[config.mk]
export PLATFORM = sky130hd
export DESIGN_NAME = csa_wide_add_sched
export DESIGN_NICKNAME = d
export VERILOG_FILES = /design/src/rtl/csa_wide_add_sched_pkg.sv /design/src/rtl/csa_chunk_adder.sv /design/src/rtl/csa_wide_add_sched.sv
export SDC_FILE = /design/constraint.sdc
export NUM_CORES = 1
export LEC_CHECK = 0
export ABC_AREA = 0
export BUFFER_PORTS_ARGS = -buffer_cell sky130_fd_sc_hd__clkbuf_2
export CAP_MARGIN = 20
export CORE_AREA = 2 2 232 234
export CTS_CLUSTER_SIZE = 40
export DETAILED_ROUTE_END_ITERATION = 8
export DIE_AREA = 0 0 234 236
export PLACE_DENSITY = 0.69
export SETUP_SLACK_MARGIN = 0.5
export SYNTH_ARGS = -nofsm -noshare
export SYNTH_HDL_FRONTEND = slang
export SYNTH_HIERARCHICAL = 1
export SYNTH_SLANG_ARGS = --single-unit
[constraint.sdc]
create_clock -name i_clk -period 5.2 [get_ports i_clk]
set_clock_uncertainty 0.2 [all_clocks]
set_input_delay 1.3 -clock i_clk [delete_from_list [all_inputs] [get_ports i_clk]]
set_output_delay 1.3 -clock i_clk [all_outputs]
set_load 0.05 [all_outputs]
[src/rtl/csa_wide_add_sched_pkg.sv]
// Shared types and defaults for the chunked carry-select wide adder scheduler.
package csa_wide_add_sched_pkg;

  localparam int DEF_CHUNK_W    = 29;
  localparam int DEF_NUM_CHUNKS = 4;
  localparam int ID_W           = 1;

  typedef enum logic [1:0] {
    ST_IDLE = 2'd0,
    ST_ADD  = 2'd1,
    ST_DONE = 2'd2
  } state_t;

endpackage

[src/rtl/csa_chunk_adder.sv]
// Combinational W-bit carry-select adder: 4-bit groups plus a narrower remainder group.
module csa_chunk_adder #(
  parameter int W = 29
) (
  input  logic [W-1:0] a,
  input  logic [W-1:0] b,
  input  logic         cin,
  output logic [W-1:0] sum,
  output logic         cout
);

  localparam int NG  = W / 4;
  localparam int REM = W % 4;

  logic [NG:0] gc;
  assign gc[0] = cin;

  // Each group precomputes both carry-in cases; the incoming carry only drives a mux.
  for (genvar g = 0; g < NG; g++) begin : g_grp
    logic [4:0] s0;
    logic [4:0] s1;
    assign s0 = {1'b0, a[4*g +: 4]} + {1'b0, b[4*g +: 4]};
    assign s1 = s0 + 5'd1;
    assign sum[4*g +: 4] = gc[g] ? s1[3:0] : s0[3:0];
    assign gc[g+1]       = gc[g] ? s1[4]   : s0[4];
  end

  if (REM > 0) begin : g_rem
    logic [REM:0] r0;
    logic [REM:0] r1;
    assign r0 = {1'b0, a[W-1 -: REM]} + {1'b0, b[W-1 -: REM]};
    assign r1 = r0 + {{REM{1'b0}}, 1'b1};
    assign sum[W-1 -: REM] = gc[NG] ? r1[REM-1:0] : r0[REM-1:0];
    assign cout            = gc[NG] ? r1[REM]     : r0[REM];
  end else begin : g_norem
    assign cout = gc[NG];
  end

endmodule

[src/rtl/csa_wide_add_sched.sv]
// Two-requester wide adder: round-robin accept, one CHUNK_W pass per cycle, hold result.
// Optional macro CSA_SCHED_OVF_EN adds the registered two's-complement overflow output o_res_ovf.
module csa_wide_add_sched
  import csa_wide_add_sched_pkg::*;
#(
  parameter int  CHUNK_W    = DEF_CHUNK_W,
  parameter int  NUM_CHUNKS = DEF_NUM_CHUNKS,
  localparam int OP_W       = CHUNK_W * NUM_CHUNKS
) (
  input  logic            i_clk,
  input  logic            i_rst_n,
  input  logic            i_req0_valid,
  input  logic            i_req1_valid,
  output logic            o_req0_ready,
  output logic            o_req1_ready,
  input  logic [OP_W-1:0] i_req0_a,
  input  logic [OP_W-1:0] i_req0_b,
  input  logic [OP_W-1:0] i_req1_a,
  input  logic [OP_W-1:0] i_req1_b,
  output logic            o_res_valid,
  input  logic            i_res_ready,
  output logic [OP_W-1:0] o_res_sum,
  output logic            o_res_cout,
  output logic [ID_W-1:0] o_res_id,
  output logic [1:0]      o_dbg_state
`ifdef CSA_SCHED_OVF_EN
  , output logic          o_res_ovf
`endif
);

  localparam int CNT_W = (NUM_CHUNKS > 1) ? $clog2(NUM_CHUNKS) : 1;

  state_t            state_q, state_d;
  logic [OP_W-1:0]   a_q, b_q, sum_q;
  logic [CNT_W-1:0]  cnt_q;
  logic              carry_q, cout_q;
  logic [ID_W-1:0]   id_q;
  logic [ID_W-1:0]   prio_q;  // requester that wins the next contention
  logic [ID_W-1:0]   gnt_id;
  logic              accept, last_chunk;
  logic [CHUNK_W-1:0] ch_a, ch_b, ch_s;
  logic              ch_co;

  // Handshake: a transfer happens on a rising edge where valid && ready. Requesters
  // hold valid and operands until ready; ready is only raised in IDLE, one at a time.
  // The result side holds o_res_valid and its data until a cycle with i_res_ready=1.
  always_comb begin
    gnt_id = '0;
    if (i_req0_valid && i_req1_valid) gnt_id = prio_q;
    else                              gnt_id = i_req1_valid;
  end

  assign accept       = i_rst_n && (state_q == ST_IDLE) && (i_req0_valid || i_req1_valid);
  assign o_req0_ready = accept && (gnt_id == 1'b0);
  assign o_req1_ready = accept && (gnt_id == 1'b1);
  assign last_chunk   = (cnt_q == CNT_W'(NUM_CHUNKS - 1));

  assign ch_a = a_q[int'(cnt_q)*CHUNK_W +: CHUNK_W];
  assign ch_b = b_q[int'(cnt_q)*CHUNK_W +: CHUNK_W];

  csa_chunk_adder #(.W(CHUNK_W)) u_chunk (
    .a    (ch_a),
    .b    (ch_b),
    .cin  (carry_q),
    .sum  (ch_s),
    .cout (ch_co)
  );

  always_comb begin
    state_d = state_q;
    case (state_q)
      ST_IDLE: if (accept)      state_d = ST_ADD;
      ST_ADD:  if (last_chunk)  state_d = ST_DONE;
      ST_DONE: if (i_res_ready) state_d = ST_IDLE;
      default:                  state_d = ST_IDLE;
    endcase
  end

`ifdef CSA_SCHED_OVF_EN
  logic ovf_q;
  // Carry into the MSB is recovered from the MSB sum bit and its two operand bits.
  logic ch_ovf;
  assign ch_ovf    = ch_co ^ (ch_a[CHUNK_W-1] ^ ch_b[CHUNK_W-1] ^ ch_s[CHUNK_W-1]);
  assign o_res_ovf = ovf_q;
`endif

  always_ff @(posedge i_clk or negedge i_rst_n) begin
    if (!i_rst_n) begin
      state_q <= ST_IDLE;
      a_q     <= '0;
      b_q     <= '0;
      sum_q   <= '0;
      cnt_q   <= '0;
      carry_q <= 1'b0;
      cout_q  <= 1'b0;
      id_q    <= '0;
      prio_q  <= '0;
`ifdef CSA_SCHED_OVF_EN
      ovf_q   <= 1'b0;
`endif
    end else begin
      state_q <= state_d;
      case (state_q)
        ST_IDLE: if (accept) begin
          a_q     <= (gnt_id == 1'b1) ? i_req1_a : i_req0_a;
          b_q     <= (gnt_id == 1'b1) ? i_req1_b : i_req0_b;
          id_q    <= gnt_id;
          prio_q  <= ~gnt_id;
          carry_q <= 1'b0;
          cnt_q   <= '0;
        end
        ST_ADD: begin
          sum_q[int'(cnt_q)*CHUNK_W +: CHUNK_W] <= ch_s;
          carry_q <= ch_co;
          cnt_q   <= cnt_q + CNT_W'(1);
          if (last_chunk) begin
            cout_q <= ch_co;
`ifdef CSA_SCHED_OVF_EN
            ovf_q  <= ch_ovf;
`endif
          end
        end
        default: ;
      endcase
    end
  end

  assign o_res_valid = (state_q == ST_DONE);
  assign o_res_sum   = sum_q;
  assign o_res_cout  = cout_q;
  assign o_res_id    = id_q;
  assign o_dbg_state = state_q;

endmodule

==> impl_metrics.tcl, run 1 <==
set metrics [dict create \
    status "complete, but fails checks" \
    violations "negative setup slack" \
    vias 16647 \
    syn_avg_cell_area_um2 11.3 \
    via_per_inst 5.80 \
    antenna_found_initial 6 \
    synth_flop_cell "dfrtp_1" \
    dpl.hpwl_um 54200 \
    grt_pass1_vias 16610 \
    final_common_cell "clkbuf_2" \
    port_buffers 591 \
    cts.sinks 356 \
    routabilityCongestion 0.894 \
    dr.pass1.iters 5 \
    io-pin-count 592 \
    ys_types 42 \
    worstPathRequired_ns 5.44 \
    syn_inst 1621 \
    ys_ff_latch 356 \
    nNetsFinal 2660 \
    start_kind "flip-flop" \
    cts_tree "done" \
    drv_slew 0 \
    slowest_delay_ns 0.60 \
    max_cap_violations 0 \
    p_leak_nw 11.4 \
    period_minus_slack_ns 5.35 \
    drtIter0Drc 1570 \
    syn_area_um2 18300 \
    slew_headroom 0.0584 \
    areaGrowthSynthToFinish_pct 29.2 \
    placedInstanceArea_um2 21800 \
    hold_path_depth 1 \
    path_max_fanout 6 \
    finalInstanceArea_um2 23600 \
    grt_max_degree 233 \
    wire_per_inst_um 25.6 \
    critical_path_class "flip-flop to flip-flop" \
    fp.dieArea_um2 55200 \
    hold_end "o_res_sum[71]" \
    ant_nets 0 \
    rsz0062_at_grt "yes" \
    setup_viol 22 \
    tns_ns -2.06 \
    holdWs_ns 0.303 \
    clk_pin_slew_ns 0.06 \
    core-area_um2 53100 \
    fill_cells 4957 \
    clock_path_buffers 3 \
    finalWorstSetupSlack_ns -0.147 \
    postRouteWirelength_um 73600 \
    rrSetupSlack_ns -0.15 \
    max_clock_freq_mhz 187 \
    die_w_um 234 \
    cpMaxStageDelayCell "fa_1" \
    initial_core_util 0.344 \
    drive_above_1_share 0.378 \
    cpLargestDelayFamily "multiplexers" \
    syn-num-nets 2139 \
    die_h_um 236 \
    gr-total-overflow 0 \
    powerDensity_nw_per_um2 825 \
    cp_common_cell "buf_4" \
    synth_edf_count 0 \
    tightest_slew_ns 1.41 \
    htree_levels 2 \
    arrival_ns 5.59 \
    grt_pass1_wl_um 108000 \
    cts_root_buffer "clkbuf_16" \
    cts_made_buffers 40 \
    crit_chain "buf_4 > mux4_2 > fa_1 > ha_2 > nand2_4 > nor4_2 > mux2i_1 > a311oi_4 > mux2i_2 > mux2i_1 > buf_4 > mux2i_2 > buf_4 > mux2i_1 > buf_4 > mux2i_2 > xor2_1 > buf_4 > mux2i_1 > mux2_2" \
    worst_ir_drop_vdd_v 0.000505 \
    r2r_cells 20 \
    drc 0 \
    rows 85 \
    final_util 0.445 \
    ys.warnings.count 6 \
    clk_latency_ns 0.57 \
    ys_seq_area_frac 0.488 \
    worstReg2RegStart "cnt_q[0]" \
    worst-path-buf-inv 5 \
    grt_usage 0.262 \
    rr_endpoint "o_res_cout" \
    post-route-period-util 1.03 \
    hold_buffers 0 \
    async_reset_ff_frac 1.00 \
    final_cell_mix "clkbuf_2, dfrtp_1, nand2_1, nor3_1, a221o_1" \
    min_from "o_res_sum[71]" \
    yosys-top-cells-area "dfrtp_1, a221o_1, mux4_2" \
    cp-end-kind "flip-flop" \
    yosysTopAreaCellShare 0.488 \
    dp_slack_ns -0.297 \
    min_path_type "flip-flop to flip-flop" \
    hold_violations 0 \
    yosys.area.top_type "dfrtp_1" \
]
==> power by group <==
| group | internal [mW] | leakage [nW] | switching, mW | total, mW |
|---|---|---|---|---|
| clock | 1.76 | 0.654 | 1.20 | 2.95 |
| combinational | 4.41 | 6.13 | 7.07 | 11.5 |
| sequential | 3.99 | 4.59 | 1.05 | 5.04 |
| total | 10.2 | 11.4 | 9.32 | 19.5 |
==> cell usage after synthesis (13+ instances only) <==
cell type,instances
mux4_2,58
nand2_1,255
a221o_1,232
a21o_1,13
a22o_1,116
xor2_1,18
a21oi_1,15
xnor2_1,25
clkbuf_1,81
buf_1,19
nor3_1,233
ha_1,42
dfrtp_1,356
buf_2,56
==> layout make-up <==
cell class,instances,area [µm²],area share
antenna,5,12.5,0.000530
timing repair buffer,647,3530,0.150
sequential,356,8920,0.378
inverter,10,37.5,0.00159
multi-input combinational,1087,8870,0.376
tap,696,871,0.0369
clock buffer,52,1110,0.0469
clock inverter,19,245,0.0104
==> routing by layer <==
layer,global-route usage,part of all wire,up-vias
met5,0,0.00016,-
met4,0.0915,0.035,2
met3,0.0682,0.087,122
met2,0.410,0.47,871
met1,0.352,0.41,8310
li1,-,-,7342
==> cells by family after synthesis <==
kind of cell | after synthesis | synth area share
simple gates | 532 | 0.131
compound gates | 389 | 0.197
flops | 356 | 0.488
buf+inv | 178 | 0.0454
mux | 74 | 0.0809
fa+ha+maj | 49 | 0.0365
xor+xnor | 43 | 0.0206
==> worst register-to-register path: stages (launching register included) <==
cell and delay [ns]:
dfrtp_4 0.49, buf_4 0.14, mux4_2 0.56, fa_1 0.60, ha_2 0.20, nand2_4 0.07, nor4_2 0.14, mux2i_1 0.17
a311oi_4 0.35, mux2i_2 0.33, mux2i_1 0.23, buf_4 0.16, mux2i_2 0.22, buf_4 0.15, mux2i_1 0.20, buf_4 0.15
mux2i_2 0.21, xor2_1 0.16, buf_4 0.16, mux2i_1 0.09, mux2_2 0.26
==> how the worst max path moves through the flow <==
stage	from	end	cells after the start
floorplan	cnt_q[0]	o_res_cout	17
detailed placement	cnt_q[0]	o_res_sum[57]	19
global placement	cnt_q[0]	o_res_cout	19
CTS	cnt_q[0]	o_res_sum[57]	19
finish	cnt_q[0]	o_res_cout	20
global route	cnt_q[0]	carry_q	21
==> registers in the layout, indices dropped and copies added (netlist names) <==
name	cells
a_q	116
b_q	116
carry_q	1
cnt_q	2
o_dbg_state	2
o_res_cout	1
o_res_id	1
o_res_sum	116
prio_q	1
==> stage by stage <==
stage / instances / power, mW
after floorplan: 1621 / 11.8
after detailed placement: 2786 / 15.7
after global routing: 2870 / 20.6
after CTS: 2861 / 19.2
after global placement: 2786 / 15.4
final: 2872 / 19.5
==> repair_timing <==
item	CTS	global route
buffers inserted	4	6
endpoints found under the hold margin	0	0
pin swaps	18	28
endpoints found under the setup margin	62	70
gates resized for setup	24	25
Note: power is estimated with default switching activity, not from simulation.
==> run 2, diff against run 1 <==
--- a/config.mk
+++ b/config.mk
@@ -8,11 +8,10 @@
 export ABC_AREA = 0
 export BUFFER_PORTS_ARGS = -buffer_cell sky130_fd_sc_hd__clkbuf_2
 export CAP_MARGIN = 20
-export CORE_AREA = 2 2 232 234
+export CORE_UTILIZATION = 35
 export CTS_CLUSTER_SIZE = 40
 export DETAILED_ROUTE_END_ITERATION = 8
-export DIE_AREA = 0 0 234 236
-export PLACE_DENSITY = 0.69
+export PLACE_DENSITY = 0.7
 export SETUP_SLACK_MARGIN = 0.5
 export SYNTH_ARGS = -nofsm -noshare
 export SYNTH_HDL_FRONTEND = slang
==> impl_metrics.tcl, run 2 (synthesis results as in run 1) <==
set metrics [dict create \
    port_buffers 591 \
    hold_end "o_res_sum[0]" \
    cts_root_buffer "clkbuf_16" \
    cts.sinks 356 \
    nNetsFinal 2681 \
    tightest_slew_ns 1.10 \
    min_from "o_res_sum[0]" \
    io-pin-count 592 \
    areaGrowthSynthToFinish_pct 29.9 \
    start_kind "flip-flop" \
    grt_pass1_wl_um 110000 \
    rows 83 \
    dr.pass1.iters 6 \
    final_cell_mix "clkbuf_2, dfrtp_1, nand2_1, nor3_1, a221o_1" \
    htree_levels 2 \
    antenna_found_initial 11 \
    die_w_um 230 \
    finalWorstSetupSlack_ns -0.0923 \
    critical_path_class "flip-flop to flip-flop" \
    hold_violations 0 \
    dpl.hpwl_um 55300 \
    rsz0062_at_grt "yes" \
    clk_pin_slew_ns 0.06 \
    drv_slew 0 \
    cts_made_buffers 42 \
    fill_cells 4784 \
    clk_latency_ns 0.56 \
    gr-total-overflow 0 \
    initial_core_util 0.355 \
    cp-end-kind "flip-flop" \
    ant_nets 0 \
    wire_per_inst_um 25.6 \
    hold_path_depth 1 \
    regArea_um2 8920 \
    max_cap_violations 0 \
    die_h_um 230 \
    grt_pass1_vias 17024 \
    period_minus_slack_ns 5.29 \
    postRouteWirelength_um 73600 \
    setup_viol 18 \
    grt_usage 0.276 \
    worstReg2RegStart "cnt_q[0]" \
    vias 16768 \
    routabilityCongestion 0.902 \
    grt_max_degree 180 \
    tns_ns -0.819 \
    r2r_cells 21 \
    core-area_um2 51400 \
    path_max_fanout 8 \
    clock_path_buffers 3 \
    post-route-period-util 1.02 \
    hold_buffers 0 \
    p_leak_nw 11.5 \
    powerDensity_nw_per_um2 818 \
    drc 0 \
    rrSetupSlack_ns -0.09 \
    max_clock_freq_mhz 189 \
    arrival_ns 5.52 \
    critPathLaunch "cnt_q[0]" \
    slew_headroom 0.268 \
    min_path_type "flip-flop to flip-flop" \
    rr_endpoint "o_res_sum[57]" \
    worst_ir_drop_vdd_v 0.000446 \
    multi_input_area_um2 8820 \
    worstPathRequired_ns 5.43 \
    drtIter0Drc 1652 \
    cts_tree "done" \
    drive_above_1_share 0.380 \
    violations "negative setup slack" \
    power.total_mw 19.4 \
    status "complete, but fails checks" \
    via_per_inst 5.82 \
    final_common_cell "clkbuf_2" \
    fp.dieArea_um2 53100 \
]
==> run 2: routing by layer <==
| metal | global-route usage | up-vias | wire (µm) |
|---|---|---|---|
| li1 | - | 7383 | - |
| met1 | 0.372 | 8384 | 31200 |
| met4 | 0.101 | 2 | 2390 |
| met2 | 0.443 | 878 | 34800 |
| met5 | 0 | - | 10 |
| met3 | 0.0498 | 121 | 5250 |
==> run 2: layout make-up <==
type                            instances  area share
Antenna cell                            6    0.000633
Clock buffer                           62      0.0526
Clock inverter                         12     0.00755
Inverter                               10     0.00158
Multi-Input combinational cell       1087       0.372
Sequential cell                       356       0.376
Tap cell                              680      0.0359
Timing Repair Buffer                  666       0.154
==> run 2: worst max-delay path by stage <==
stage                          to  slack (ns)
floorplan              o_res_cout        0.02
global placement    o_res_sum[28]       -0.18
detailed placement  o_res_sum[57]       -0.26
CTS                 o_res_sum[57]       -0.10
global route        o_res_sum[86]       -0.31
finish              o_res_sum[57]       -0.09
==> run 2: repair_timing <==
item	CTS	global route
gates cloned	0	0
pin swaps	4	38
resized for setup	21	23
endpoints found under the setup margin	54	58
buffers inserted	4	5
==> run 2: where the power goes <==
part / switching, mW / leakage, nW / internal [mW] / total (mW)
logic: 6.89 / 6.19 / 4.40 / 11.3
clock network: 1.18 / 0.702 / 1.86 / 3.04
registers: 1.08 / 4.59 / 3.99 / 5.07
total: 9.14 / 11.5 / 10.3 / 19.4
==> run 2: per-stage QoR <==
| stage | cell area, µm² | cells | worst slack, ns | utilization | hold slack [ns] |
|---|---|---|---|---|---|
| 3_5_place_dp | 21900 | 2790 | -0.257 | 0.427 | 0.295 |
| 3_3_place_gp | 21900 | 2790 | -0.180 | 0.427 | 0.288 |
| 2_1_floorplan | 18300 | 1621 | 0.0202 | - | 0.274 |
| 6_report | 23700 | 2879 | -0.0923 | 0.461 | 0.302 |
| 4_1_cts | 23500 | 2868 | -0.101 | 0.457 | 0.308 |
| 5_1_grt | 23700 | 2878 | -0.313 | 0.461 | 0.320 |
==> run 2: worst max-delay path: stages, from the launching register on <==
cell      delay, ns
dfrtp_4        0.50
mux4_2         0.57
ha_4           0.19
fa_1           0.51
ha_2           0.20
nand2_4        0.07
nor4_4         0.14
mux2i_1        0.13
a311oi_2       0.36
mux2i_1        0.24
buf_4          0.15
mux2i_1        0.19
buf_4          0.15
mux2i_2        0.22
buf_4          0.15
mux2i_1        0.17
buf_4          0.15
mux2i_4        0.23
xor2_2         0.21
xor2_1         0.09
buf_4          0.15
a22o_1         0.20
==> run 3, diff against run 2 <==
--- a/config.mk
+++ b/config.mk
@@ -11,7 +11,8 @@
 export CORE_UTILIZATION = 35
 export CTS_CLUSTER_SIZE = 40
 export DETAILED_ROUTE_END_ITERATION = 8
-export PLACE_DENSITY = 0.7
+export GPL_TIMING_DRIVEN = 0
+export REMOVE_ABC_BUFFERS = 1
 export SETUP_SLACK_MARGIN = 0.5
 export SYNTH_ARGS = -nofsm -noshare
 export SYNTH_HDL_FRONTEND = slang
==> impl_metrics.tcl, run 3 (synthesis results as in run 1) <==
set metrics [dict create \
    status "complete, but fails checks" \
    violations "negative setup slack" \
    rr_endpoint "carry_q" \
    crit_chain "buf_16 > mux4_2 > ha_4 > fa_2 > ha_4 > nand2_4 > nor4_4 > mux2i_2 > a311oi_4 > buf_6 > mux2i_4 > mux2i_4 > mux2i_2 > buf_4 > mux2i_4 > mux2i_2 > xor2_2 > buf_6 > mux2i_4 > nand2_1 > o21ai_1" \
    rsz0062_at_grt "yes" \
    wire_per_inst_um 23.4 \
    wl_met2_um 31500 \
    fill_cells 4726 \
    finalWorstSetupSlack_ns -0.318 \
    cp_num_cells 21 \
    dr.pass1.iters 7 \
    grt_max_degree 132 \
    start_kind "flip-flop" \
    max_clock_freq_mhz 181 \
    via_per_inst 5.78 \
    final_util 0.476 \
    clk_latency_ns 0.56 \
    critical_path_class "flip-flop to flip-flop" \
    period_minus_slack_ns 5.52 \
    initial_core_util 0.355 \
    drtIter0Drc 1311 \
    hold_violations 0 \
    max_cap_violations 0 \
    antenna_found_initial 0 \
    wl_met1_um 28300 \
    ant_nets 0 \
    r2r_cells 21 \
    min_path_type "flip-flop to flip-flop" \
    hold_buffers 0 \
    arrival_ns 5.80 \
    holdWs_ns 0.302 \
    worst_ir_drop_vdd_v 0.000411 \
    clock_path_buffers 3 \
    min_from "o_res_sum[70]" \
    path_max_fanout 4 \
    grt_pass1_vias 16811 \
    tns_ns -4.61 \
    worst-path-buf-inv 4 \
    cp-end-kind "flip-flop" \
    port_buffers 591 \
    areaGrowthSynthToFinish_pct 33.9 \
    htree_levels 2 \
    clk_pin_slew_ns 0.06 \
    cpMaxStageDelayCell "fa_2" \
    gr-total-overflow 0 \
    drive_above_1_share 0.395 \
    final_common_cell "clkbuf_2" \
    post-route-period-util 1.06 \
    nNetsFinal 2682 \
    postRouteWirelength_um 67200 \
    hold_path_depth 1 \
    dpl.hpwl_um 45000 \
    worstPathRequired_ns 5.48 \
    rows 83 \
    cts_tree "done" \
    final_cell_mix "clkbuf_2, dfrtp_1, nand2_1, nor3_1, a221o_1" \
    hold_end "o_res_sum[70]" \
    grt_pass1_wl_um 102000 \
    core-area_um2 51400 \
    rrSetupSlack_ns -0.32 \
    drv_slew 0 \
    powerDensity_nw_per_um2 796 \
    top_layer_used "met4" \
    cts_made_buffers 42 \
    slew_headroom 0.304 \
    vias 16625 \
    drc 0 \
    die_h_um 230 \
    p_leak_nw 11.7 \
    die_w_um 230 \
    setup_viol 22 \
    cpLargestDelayFamily "multiplexers" \
    slowest_delay_ns 0.57 \
    cts.sinks 356 \
    diodes 0 \
    routabilityCongestion 0.843 \
    tightest_slew_ns 1.04 \
    grt_usage 0.249 \
    cts_root_buffer "clkbuf_16" \
    io-pin-count 592 \
    cp_common_cell "mux2i_4" \
    wl_met3_um 5060 \
    fp.dieArea_um2 53100 \
    worstReg2RegStart "cnt_q[0]" \
]
[run 3: cell types whose count changed in the layout (fill, tap and decap cells not counted), moves of 5 or more]
cell	delta
buf_4	-38
buf_16	+17
clkinv_2	+9
buf_12	+8
clkbuf_1	-7
buf_6	+6
clkinvlp_4	+6
diode_2	-6
nand2_2	+6
mux2i_1	-5
nand2_1	-5
[run 3: layout make-up]
class / count / area, µm² / share of cell area
timing repair buffer: 663 / 4190 / 0.171
multi-input combinational: 1091 / 9030 / 0.369
inverter: 10 / 37.5 / 0.00154
sequential: 356 / 8920 / 0.365
clock inverter: 26 / 260 / 0.0106
clock buffer: 51 / 1170 / 0.0477
tap: 680 / 851 / 0.0348
[run 3: metal layers]
layer,global-route usage,up-vias
li1,-,7381
met1,0.330,8365
met2,0.397,747
met3,0.0543,132
met4,0.0958,0
met5,0,-
[run 3: how the worst max path moves through the flow]
stage,from,slack (ns),endpoint
2_1_floorplan,i_req0_valid,-6.62,o_req1_ready
3_5_place_dp,cnt_q[0],-2.22,o_res_sum[115]
3_3_place_gp,i_req1_valid,-14.19,a_q[96]
5_1_grt,cnt_q[0],-0.47,carry_q
6_report,cnt_q[0],-0.32,carry_q
4_1_cts,cnt_q[0],-0.46,o_res_cout
[run 3: timing repair]
| item | 4_1_cts | 5_1_grt |
|---|---|---|
| cloned | 7 | 1 |
| hold endpoints to repair | 0 | 0 |
| pin swaps | 16 | 33 |
| setup buffers | 20 | 8 |
| resized for setup | 55 | 18 |
| endpoints found under the setup margin | 88 | 72 |
[run 3: worst reg2reg max path, stage by stage (launching register included)]
cell and delay, ns:
dfrtp_4 0.50, buf_16 0.15, mux4_2 0.47, ha_4 0.19, fa_2 0.57, ha_4 0.15
nand2_4 0.08, nor4_4 0.17, mux2i_2 0.15, a311oi_4 0.28, buf_6 0.17, mux2i_4 0.29
mux2i_4 0.31, mux2i_2 0.22, buf_4 0.16, mux2i_4 0.32, mux2i_2 0.30, xor2_2 0.17
buf_6 0.15, mux2i_4 0.24, nand2_1 0.08, o21ai_1 0.11
[run 3: per-stage QoR]
stage / power (mW) / cells / setup WS [ns] / instance area [µm²]
6_report: 19.5 / 2877 / -0.318 / 24400
5_1_grt: 20.6 / 2877 / -0.474 / 24400
4_1_cts: 19.2 / 2868 / -0.462 / 24300
3_5_place_dp: 14.8 / 2764 / -2.22 / 22100
3_3_place_gp: 14.6 / 2724 / -14.19 / 21300
2_1_floorplan: 11.6 / 1453 / -6.62 / 17500
[run 3: where the power goes]
part	internal, mW	switching, mW
clock	1.80	1.27
sequential	3.99	0.753
combinational	4.83	6.83
total	10.6	8.84
